--- src/rtl/seq_mult_ctrl_pkg.sv ---
// Shared definitions for the sequential multiplier front end: the state
// encoding, the default operand width and the derived product width.
package seq_mult_ctrl_pkg;

    // Default operand width; the product is twice as wide.
    localparam int WIDTH_DEF = 6;
    localparam int PROD_W    = 2 * WIDTH_DEF;

    // Controller states. The encoding is fixed so that anything observing the
    // state register (bench probes, formal checkers) can rely on the values.
    typedef enum logic [2:0] {
        ST_IDLE    = 3'd0,
        ST_LOAD    = 3'd1,
        ST_SHIFT   = 3'd2,
        ST_CAPTURE = 3'd3,
        ST_DONE    = 3'd4
    } state_t;

    // Counter width for a WIDTH-cycle shift phase. One extra bit above
    // clog2 keeps the count from wrapping when it steps past WIDTH-1.
    function automatic int cnt_width(input int width);
        return $clog2(width) + 1;
    endfunction

endpackage

--- src/rtl/mult_bit_counter.sv ---
// Shift-cycle counter for the multiplier sequencer. It is cleared while the
// operands are being loaded, counts once per shift cycle, and flags the last
// shift cycle through tc (count == WIDTH-1).
module mult_bit_counter
    import seq_mult_ctrl_pkg::*;
#(
    parameter int WIDTH = WIDTH_DEF
) (
    input  logic clk,
    input  logic rst,   // synchronous, active low
    input  logic clr,   // force the count to zero
    input  logic en,    // advance the count by one
    output logic tc     // last shift cycle
);

    localparam int CNT_W = cnt_width(WIDTH);

    logic [CNT_W-1:0] cnt_q;
    logic [CNT_W-1:0] cnt_d;

    // Next count: clear wins over enable, otherwise hold.
    always_comb begin
        cnt_d = cnt_q;
        if (clr) begin
            cnt_d = '0;
        end else if (en) begin
            cnt_d = cnt_q + 1'b1;
        end
    end

    // Count register with synchronous active-low reset.
    always_ff @(posedge clk) begin
        if (!rst) begin
            cnt_q <= '0;
        end else begin
            cnt_q <= cnt_d;
        end
    end

    assign tc = (cnt_q == CNT_W'(WIDTH - 1));

endmodule

--- src/rtl/seq_mult_ctrl.sv ---
// Sequencing front end for the unsigned left-shift sequential multiplier.
//
// Handshake: start is sampled only in IDLE; the edge that sees start=1 in
// IDLE accepts a/b. busy is high from that edge until the edge that samples
// ack=1 in DONE. done marks a valid, stable result and stays high until ack;
// ack outside DONE and start outside IDLE are ignored, so a consumer that
// raises start together with ack must raise start again once back in IDLE.
//
// A zero operand takes a fast path straight to DONE with a zero result and
// zero_skip set; the multiplier is never loaded for it. Otherwise the
// operands are registered, mult_load pulses for one cycle, WIDTH shift
// cycles are counted and the multiplier's product is captured.
module seq_mult_ctrl
    import seq_mult_ctrl_pkg::*;
#(
    parameter int WIDTH = WIDTH_DEF
) (
    input  logic               clk,
    input  logic               rst,          // synchronous, active low
    input  logic               start,
    input  logic [WIDTH-1:0]   a,
    input  logic [WIDTH-1:0]   b,
    input  logic               ack,
    output logic               busy,
    output logic               done,
    output logic [WIDTH-1:0]   op_a,
    output logic [WIDTH-1:0]   op_b,
    output logic               mult_load,
    input  logic [2*WIDTH-1:0] mult_product,
    output logic [2*WIDTH-1:0] result,
    output logic               zero_skip
);

    localparam int RES_W = 2 * WIDTH;

    state_t           state_q;
    state_t           state_d;
    logic [WIDTH-1:0] op_a_q;
    logic [WIDTH-1:0] op_a_d;
    logic [WIDTH-1:0] op_b_q;
    logic [WIDTH-1:0] op_b_d;
    logic [RES_W-1:0] result_q;
    logic [RES_W-1:0] result_d;
    logic             done_q;
    logic             done_d;
    logic             zero_skip_q;
    logic             zero_skip_d;

    logic             cnt_clr;
    logic             cnt_en;
    logic             cnt_tc;
    logic             operands_zero;

    // Either operand being zero makes the product zero without running
    // the multiplier.
    assign operands_zero = (a == '0) || (b == '0);

    mult_bit_counter #(
        .WIDTH (WIDTH)
    ) u_bit_counter (
        .clk (clk),
        .rst (rst),
        .clr (cnt_clr),
        .en  (cnt_en),
        .tc  (cnt_tc)
    );

    // Next-state and register-update logic; every target defaults to hold.
    always_comb begin
        state_d     = state_q;
        op_a_d      = op_a_q;
        op_b_d      = op_b_q;
        result_d    = result_q;
        done_d      = done_q;
        zero_skip_d = zero_skip_q;
        cnt_clr     = 1'b0;
        cnt_en      = 1'b0;

        case (state_q)
            ST_IDLE: begin
                if (start) begin
                    if (operands_zero) begin
                        result_d    = '0;
                        zero_skip_d = 1'b1;
                        done_d      = 1'b1;
                        state_d     = ST_DONE;
                    end else begin
                        op_a_d  = a;
                        op_b_d  = b;
                        state_d = ST_LOAD;
                    end
                end
            end

            ST_LOAD: begin
                // The multiplier loads its operand registers in this cycle;
                // the counter restarts so SHIFT sees 0..WIDTH-1.
                cnt_clr = 1'b1;
                state_d = ST_SHIFT;
            end

            ST_SHIFT: begin
                cnt_en = 1'b1;
                if (cnt_tc) begin
                    state_d = ST_CAPTURE;
                end
            end

            ST_CAPTURE: begin
                // The multiplier has had WIDTH shift cycles since its load,
                // so its product is final on this edge.
                result_d    = mult_product;
                done_d      = 1'b1;
                zero_skip_d = 1'b0;
                state_d     = ST_DONE;
            end

            ST_DONE: begin
                if (ack) begin
                    done_d      = 1'b0;
                    zero_skip_d = 1'b0;
                    state_d     = ST_IDLE;
                end
            end

            default: begin
                state_d = ST_IDLE;
            end
        endcase
    end

    // State and data registers; reset discards any operation in flight.
    always_ff @(posedge clk) begin
        if (!rst) begin
            state_q     <= ST_IDLE;
            op_a_q      <= '0;
            op_b_q      <= '0;
            result_q    <= '0;
            done_q      <= 1'b0;
            zero_skip_q <= 1'b0;
        end else begin
            state_q     <= state_d;
            op_a_q      <= op_a_d;
            op_b_q      <= op_b_d;
            result_q    <= result_d;
            done_q      <= done_d;
            zero_skip_q <= zero_skip_d;
        end
    end

    // busy and mult_load decode the state register alone, so they carry no
    // combinational path from the inputs.
    assign busy      = (state_q != ST_IDLE);
    assign mult_load = (state_q == ST_LOAD);

    assign op_a      = op_a_q;
    assign op_b      = op_b_q;
    assign result    = result_q;
    assign done      = done_q;
    assign zero_skip = zero_skip_q;

endmodule

--- config.mk ---
export PLATFORM = sky130hd
export DESIGN_NAME = seq_mult_ctrl
export DESIGN_NICKNAME = d
export VERILOG_FILES = /design/src/rtl/seq_mult_ctrl_pkg.sv /design/src/rtl/mult_bit_counter.sv /design/src/rtl/seq_mult_ctrl.sv
export SDC_FILE = /design/constraint.sdc
export NUM_CORES = 1
export LEC_CHECK = 0
export BUFFER_PORTS_ARGS = -buffer_cell sky130_fd_sc_hd__buf_2
export CORE_UTILIZATION = 43
export DETAILED_ROUTE_END_ITERATION = 8
export PLACE_DENSITY = 0.76
export SLEW_MARGIN = 40
export SYNTH_ARGS = -nofsm -noshare
export SYNTH_HDL_FRONTEND = slang
export SYNTH_SLANG_ARGS = --single-unit
--- constraint.sdc ---
create_clock -name clk -period 3.32 [get_ports clk]
set_input_delay 0 -clock clk [delete_from_list [all_inputs] [get_ports clk]]
set_output_delay 0 -clock clk [all_outputs]
set_load 0.05 [all_outputs]
==> flow_metrics.env, run 1 <==
export IMPL_yosysUniqueCellTypes=37
export IMPL_clk_path_buf_depth=2
export IMPL_dieWidth_um=59.9
export IMPL_synth_seq_area_share_pct=45.8
export IMPL_place_worst_setup_slack_ns=1.46
export IMPL_synth_area_leaders="dfxtp_1 (46%), mux2i_1 (9.0%), a22o_1 (7.9%)"
export IMPL_cts_repair_resized=0
export IMPL_drt_wirelength_per_cell_um=12.0
export IMPL_fin_skew_ns=0.00403
export IMPL_die_h_um=59.9
export IMPL_core_area_mm2=0.00313
export IMPL_max_stage_delay_ns=0.62
export IMPL_setup_viol=0
export IMPL_post_cts_setup_buffers=0
export IMPL_synth_top_family_by_area="simple AND/OR/NAND/NOR gates"
export IMPL_finalCriticalPeriod_ns=1.86
export IMPL_drive_gt1_share_pct=30.0
export IMPL_rsz0062_at_grt="false"
export IMPL_netlist_area_mm2=0.00144
export IMPL_hold_class="in2reg"
export IMPL_grt_use_total_pct=19.2
export IMPL_critPathRequiredTime_ns=3.57
export IMPL_worst_slew_margin_rel_pct=48.5
export IMPL_fillCellCount=260
export IMPL_drt_iter0_markers=49
export IMPL_hold_slack_ns=0.0147
export IMPL_synth_top_area_cell="dfxtp_1"
export IMPL_grt_pass1_vias=1227
export IMPL_vias=1339
export IMPL_yosysTopAreaCellShare_pct=45.8
export IMPL_synth_cells=149
export IMPL_grt_pass1_wl_um=5090
export IMPL_ctsHoldBuffers=25
export IMPL_antenna_found_initial=0
export IMPL_final_max_slew_violation_count=0
export IMPL_cts_sinks=33
export IMPL_yosys_area_share_simple_pct=20.5
export IMPL_initial_core_util_pct=46.1
export IMPL_htreeDepth=2
export IMPL_antenna_left=0
export IMPL_cts_made_buffers=5
export IMPL_p_per_area_mw_per_mm2=674
export IMPL_cts_tree="built"
export IMPL_post_route_util_pct=64.8
export IMPL_setup_worst_path_end_class="flip-flop"
export IMPL_overflow=0
export IMPL_wirelength_um=3240
export IMPL_first_pass_iters=4
export IMPL_peakVddDrop_uv=407
export IMPL_slowest_stage="nor2_2"
export IMPL_clkTransAtPathRegs_ns=0.09
export IMPL_cp_max_fo=15
export IMPL_synth_xor_area_share_pct=1.22
export IMPL_r2r_setup_slack_ns=1.46
export IMPL_status="finished, final reports clean"
export IMPL_drt_vias_per_instance=4.94
export IMPL_setup_tns_final_ns=0
export IMPL_synth_warnings=0
export IMPL_cts_root_buf="clkbuf_4"
export IMPL_max_cap_viol_count=0
export IMPL_io_buffer_count=55
export IMPL_layout_common_cells="buf_2 (55), dfxtp_1 (33), nand2_1 (29)"
export IMPL_min_period_over_period_pct=55.9
export IMPL_criticalPathCategory="reg2reg"
export IMPL_area_sequential_um2=661
export IMPL_p_leak_nw=0.923
export IMPL_synth_area_per_cell_um2=9.67
export IMPL_layout_cells_most_common="buf_2"
export IMPL_cp_start_kind="flip-flop"
export IMPL_insertion_delay_ns=0.32
export IMPL_synth_fp_nets=179
export IMPL_syn2layout_area_growth_pct=40.5
export IMPL_worst_slew_pin_slew_ns=0.771
export IMPL_grt_max_degree=34
export IMPL_io_pins=56
export IMPL_arrival_ns=2.11
export IMPL_num_rows=20
export IMPL_synth_compound_area_share_pct=17.4
export IMPL_die_area_mm2=0.00359
export IMPL_cp_cell_sequence="nor3_4 -> nand2_1 -> nor2_2 -> mux2i_1"
export IMPL_nets=257
export IMPL_multi_input_area_um2=718
export IMPL_hold_viol=0
export IMPL_gp_congestion=0.717
export IMPL_synth_mux_area_share_pct=9.03
export IMPL_hpwl_um=2060
export IMPL_fmax_mhz=539
export IMPL_synth_fa_ha_area_share_pct=1.74
export IMPL_layout_setup_ws_ns=1.46
export IMPL_drc=0
export IMPL_num_antenna_cells=0
export IMPL_synth_seq_cells=33
[report_power, final]
group	internal (mW)	switching, mW
Sequential	0.464	0.0921
Combinational	0.202	0.391
Clock	0.0998	0.117
Total	0.766	0.600
[worst max-delay path, delay by kind of cell, from the launching register on]
family	cells	cell delay, ns
AND/OR/NAND/NOR	3	1.06
multiplexers	1	0.25
flip-flops	1	0.48
[sequential cells by signal (all words and copies together) (netlist names)]
signal / count
u_bit_counter.cnt_q: 4
state_q: 3
result: 12
zero_skip: 1
op_b: 6
op_a: 6
done: 1
[cells in the mapped netlist (all sizes together)]
library cell and instances:
and4bb 1, clkbuf 5, o22ai 1, nor3 3, xor2 1, and2 2
nand3 2, a31oi 1, nand2b 4, xnor2 1, nor2 4, o31ai 2
nand3b 1, o21ai 6, ha 2, nor3b 4, dfxtp 33, nand2 29
a22o 14, nor4 2, a22oi 1, nor4b 1, inv 3, a211oi 1
a21boi 2, a21oi 4, nor2b 2, buf 4, mux2i 13
[layer usage]
metal,GRT usage [%],up-vias,wire (um)
li1,-,683,-
met1,21.1,598,1440
met2,33.5,51,1560
met3,6.49,7,197
met4,8.31,0,46
met5,0,-,0
[worst paths after layout]
kind	start	to	cells past startpoint
max	state_q[2]$_SDFFE_PN0P_	op_a[4]$_SDFFE_PN0P_	4
min	start	state_q[2]$_SDFFE_PN0P_	3
max reg2reg	state_q[2]$_SDFFE_PN0P_	op_a[4]$_SDFFE_PN0P_	4
min reg2reg	op_b[5]$_SDFFE_PN0P_	op_b[5]$_SDFFE_PN0P_	2
[final cells by class]
type / instances / share of cell area, %
inverters: 3 / 0.556
multi-input cells: 104 / 35.5
repair buffers: 80 / 25.9
well taps: 44 / 2.72
clock buffers: 7 / 2.72
flip-flops and latches: 33 / 32.6
[through the flow]
stage / std cells / power, mW / cell area [um2]
after floorplan: 149 / 1.03 / 1440
after global placement: 239 / 1.13 / 1720
after detailed placement: 239 / 1.13 / 1720
after CTS: 271 / 1.38 / 2030
after global routing: 271 / 1.45 / 2030
final: 271 / 1.37 / 2030
[logic make-up after synthesis]
family	after synthesis
AOI/OAI and AO/OA	32
xor gates and xnor gates	2
adders and majority gates	2
buffers and inverters	12
DFF	33
muxes	13
and+or+nand+nor	55
No activity file was read; power rests on OpenSTA's default activity.
==> run 2: changes to the inputs <==
ABC_AREA = 1   (was unset)
PLACE_DENSITY = 0.75   (was 0.76)
clock period = 1.8 ns   (was 3.32 ns; I/O delays follow)
==> flow_metrics.env, run 2 <==
export IMPL_cp_start_kind="flip-flop"
export IMPL_layout_cells_most_common="nand2_1"
export IMPL_fmax_mhz=711
export IMPL_synth_seq_area_share_pct=42.0
export IMPL_dieWidth_um=62.5
export IMPL_netlist_area_mm2=0.00157
export IMPL_clkTransAtPathRegs_ns=0.09
export IMPL_synth_warnings=0
export IMPL_overflow=0
export IMPL_synth_top_family_by_area="simple AND/OR/NAND/NOR gates"
export IMPL_hpwl_um=2370
export IMPL_num_antenna_cells=0
export IMPL_multi_input_area_um2=732
export IMPL_p_per_area_mw_per_mm2=1800
export IMPL_synth_area_leaders="dfxtp_1 (42%), nand2_1 (14%), nor2_1 (13%)"
export IMPL_grt_use_total_pct=19.6
export IMPL_antenna_found_initial=0
export IMPL_status="finished, final reports clean"
export IMPL_cp_cell_sequence="nor2_4 -> nand2_2 -> clkinv_2 -> nand3_4 -> nand2_2 -> nand2_1 -> nand2_1 -> nor2_1"
export IMPL_arrival_ns=1.65
export IMPL_htreeDepth=2
export IMPL_grt_use_met3_pct=7.66
export IMPL_yosys_area_share_simple_pct=38.6
export IMPL_drive_gt1_share_pct=23.0
export IMPL_drc=0
export IMPL_initial_core_util_pct=46.0
export IMPL_synth_xor_area_share_pct=0
export IMPL_cts_sinks=33
export IMPL_gp_congestion=0.762
export IMPL_io_pins=56
export IMPL_first_pass_iters=4
export IMPL_rsz0062_at_grt="false"
export IMPL_area_sequential_um2=661
export IMPL_hold_class="in2reg"
export IMPL_max_stage_delay_ns=0.38
export IMPL_synth_most_common_cell="nand2_1"
export IMPL_synth_seq_cells=33
export IMPL_grtUsageMet2_pct=30.6
export IMPL_place_worst_setup_slack_ns=0.407
export IMPL_layout_common_cells="nand2_1 (60), nor2_1 (56), buf_2 (55)"
export IMPL_ys_async_sr_fraction_pct=0
export IMPL_min_period_over_period_pct=78.2
export IMPL_final_max_slew_violation_count=0
export IMPL_setup_tns_final_ns=0
export IMPL_synth_edff_count=0
export IMPL_grt_max_degree=29
export IMPL_synth_common_cells="nand2_1 (60), nor2_1 (56), dfxtp_1 (33)"
export IMPL_fin_skew_ns=0.00965
export IMPL_drt_iter0_markers=90
export IMPL_cp_max_fo=23
export IMPL_slowest_stage="dfxtp_1"
export IMPL_layout_setup_ws_ns=0.393
export IMPL_synth_compound_area_share_pct=6.36
export IMPL_die_area_mm2=0.00390
export IMPL_insertion_delay_ns=0.33
export IMPL_hold_viol=0
export IMPL_fillCellCount=330
export IMPL_worst_slew_pin_slew_ns=0.495
export IMPL_p_leak_nw=1.11
export IMPL_yosysTopAreaCellShare_pct=42.0
export IMPL_synth_top_area_cell="dfxtp_1"
export IMPL_critPathRequiredTime_ns=2.04
export IMPL_setup_viol=0
export IMPL_drt_vias_per_instance=4.45
export IMPL_core_area_mm2=0.00342
export IMPL_drt_wirelength_per_cell_um=9.92
export IMPL_worst_slew_margin_rel_pct=67.0
export IMPL_largest_reg_flops=12
export IMPL_num_rows=21
export IMPL_setup_worst_path_end_class="flip-flop"
export IMPL_io_buffer_count=55
export IMPL_gr_max_usage_layer="met2"
export IMPL_cts_tree="built"
export IMPL_syn2layout_area_growth_pct=33.2
export IMPL_peakVddDrop_uv=915
export IMPL_nets=339
export IMPL_finalCriticalPeriod_ns=1.41
export IMPL_clk_path_buf_depth=2
export IMPL_post_cts_setup_buffers=0
export IMPL_grt_pass1_vias=1368
export IMPL_grt_pass1_wl_um=5980
export IMPL_antenna_left=0
export IMPL_die_h_um=62.5
export IMPL_cts_root_buf="clkbuf_4"
export IMPL_use_met1_pct=23.4
export IMPL_synth_top_flop_cell="dfxtp_1"
export IMPL_wirelength_um=3520
export IMPL_max_cap_viol_count=0
export IMPL_vias=1578
export IMPL_criticalPathCategory="reg2reg"
export IMPL_synth_area_per_cell_um2=6.66
export IMPL_synth_fp_nets=266
export IMPL_yosysUniqueCellTypes=22
export IMPL_cts_made_buffers=5
export IMPL_synth_fa_ha_area_share_pct=1.59
export IMPL_synth_cells=236
export IMPL_synth_mux_area_share_pct=0
[run 2: cell count changes in the layout (fill, tap and decap cells not counted), moves of 3 or more]
cell	previous run	this run
dlygate4sd3_1	25	19
nor2_1	3	56
nor3b_1	3	0
nand2_1	29	60
inv_1	3	28
mux2i_1	13	0
a22o_1	13	0
nand3_1	2	16
a21oi_1	4	17
nand2b_1	4	0
[run 2: path summary, 6_finish.rpt]
kind / from / end / slack [ns] / cells past startpoint
setup / recovery: state_q[0]$_SDFFE_PN0P_ / result[3]$_SDFFE_PN0P_ / 0.39 / 8
hold / removal: mult_product[9] / result[9]$_SDFFE_PN0P_ / 0.01 / 5
setup reg to reg: state_q[0]$_SDFFE_PN0P_ / result[3]$_SDFFE_PN0P_ / 0.39 / 8
hold reg to reg: u_bit_counter.cnt_q[3]$_SDFFE_PP0N_ / u_bit_counter.cnt_q[3]$_SDFFE_PP0N_ / 0.48 / 2
[run 2: logic make-up after synthesis]
| kind of cell | Yosys count |
|---|---|
| AO/OA/AOI/OAI | 20 |
| AND/OR/NAND/NOR | 141 |
| flip-flops | 33 |
| buffers and inverters | 40 |
| adder cells (fa/ha/maj) | 2 |
[run 2: layout make-up]
cell class,instances,area share (%)
inverters,32,5.91
multi-input cells,163,34.9
well taps,46,2.75
repair buffers,74,22.2
flip-flops and latches,33,31.5
clock buffers,7,2.63
[run 2: report_power, final]
part	internal, mW	leakage (nW)	switching [mW]
Combinational	0.622	0.812	1.64
Clock	0.184	0.0314	0.228
Sequential	0.948	0.271	0.142
Total	1.75	1.11	2.01
[run 2: layer usage]
layer,vias up,part of all wire [%]
met5,-,0
met4,0,1.5
met3,7,6.7
met2,44,46
met1,660,45
li1,867,-
[run 2: critical path, delay by kind of cell (launching register included)]
family                 cells  cell delay (ns)
flip-flops                 1             0.38
AND/OR/NAND/NOR            7             0.85
buffers and inverters      1             0.09
[run 2: through the flow]
| stage | hold slack (ns) | area [um2] | instances | power (mW) | util, % |
|---|---|---|---|---|---|
| 3_5_place_dp | 0.244 | 1850 | 329 | 3.34 | 54.1 |
| 2_1_floorplan | 0.135 | 1570 | 236 | 3.05 | - |
| 3_3_place_gp | 0.242 | 1850 | 329 | 3.30 | 54.1 |
| 4_1_cts | 0.000513 | 2090 | 355 | 3.79 | 61.3 |
| 5_1_grt | 0.00791 | 2090 | 355 | 4.10 | 61.3 |
| 6_report | 0.0129 | 2090 | 355 | 3.77 | 61.3 |
[run 2: what timing repair did]
| item | CTS | global route |
|---|---|---|
| resized for setup | 0 | 0 |
| endpoints found under the hold margin | 19 | 0 |
| hold buffers | 19 | 0 |
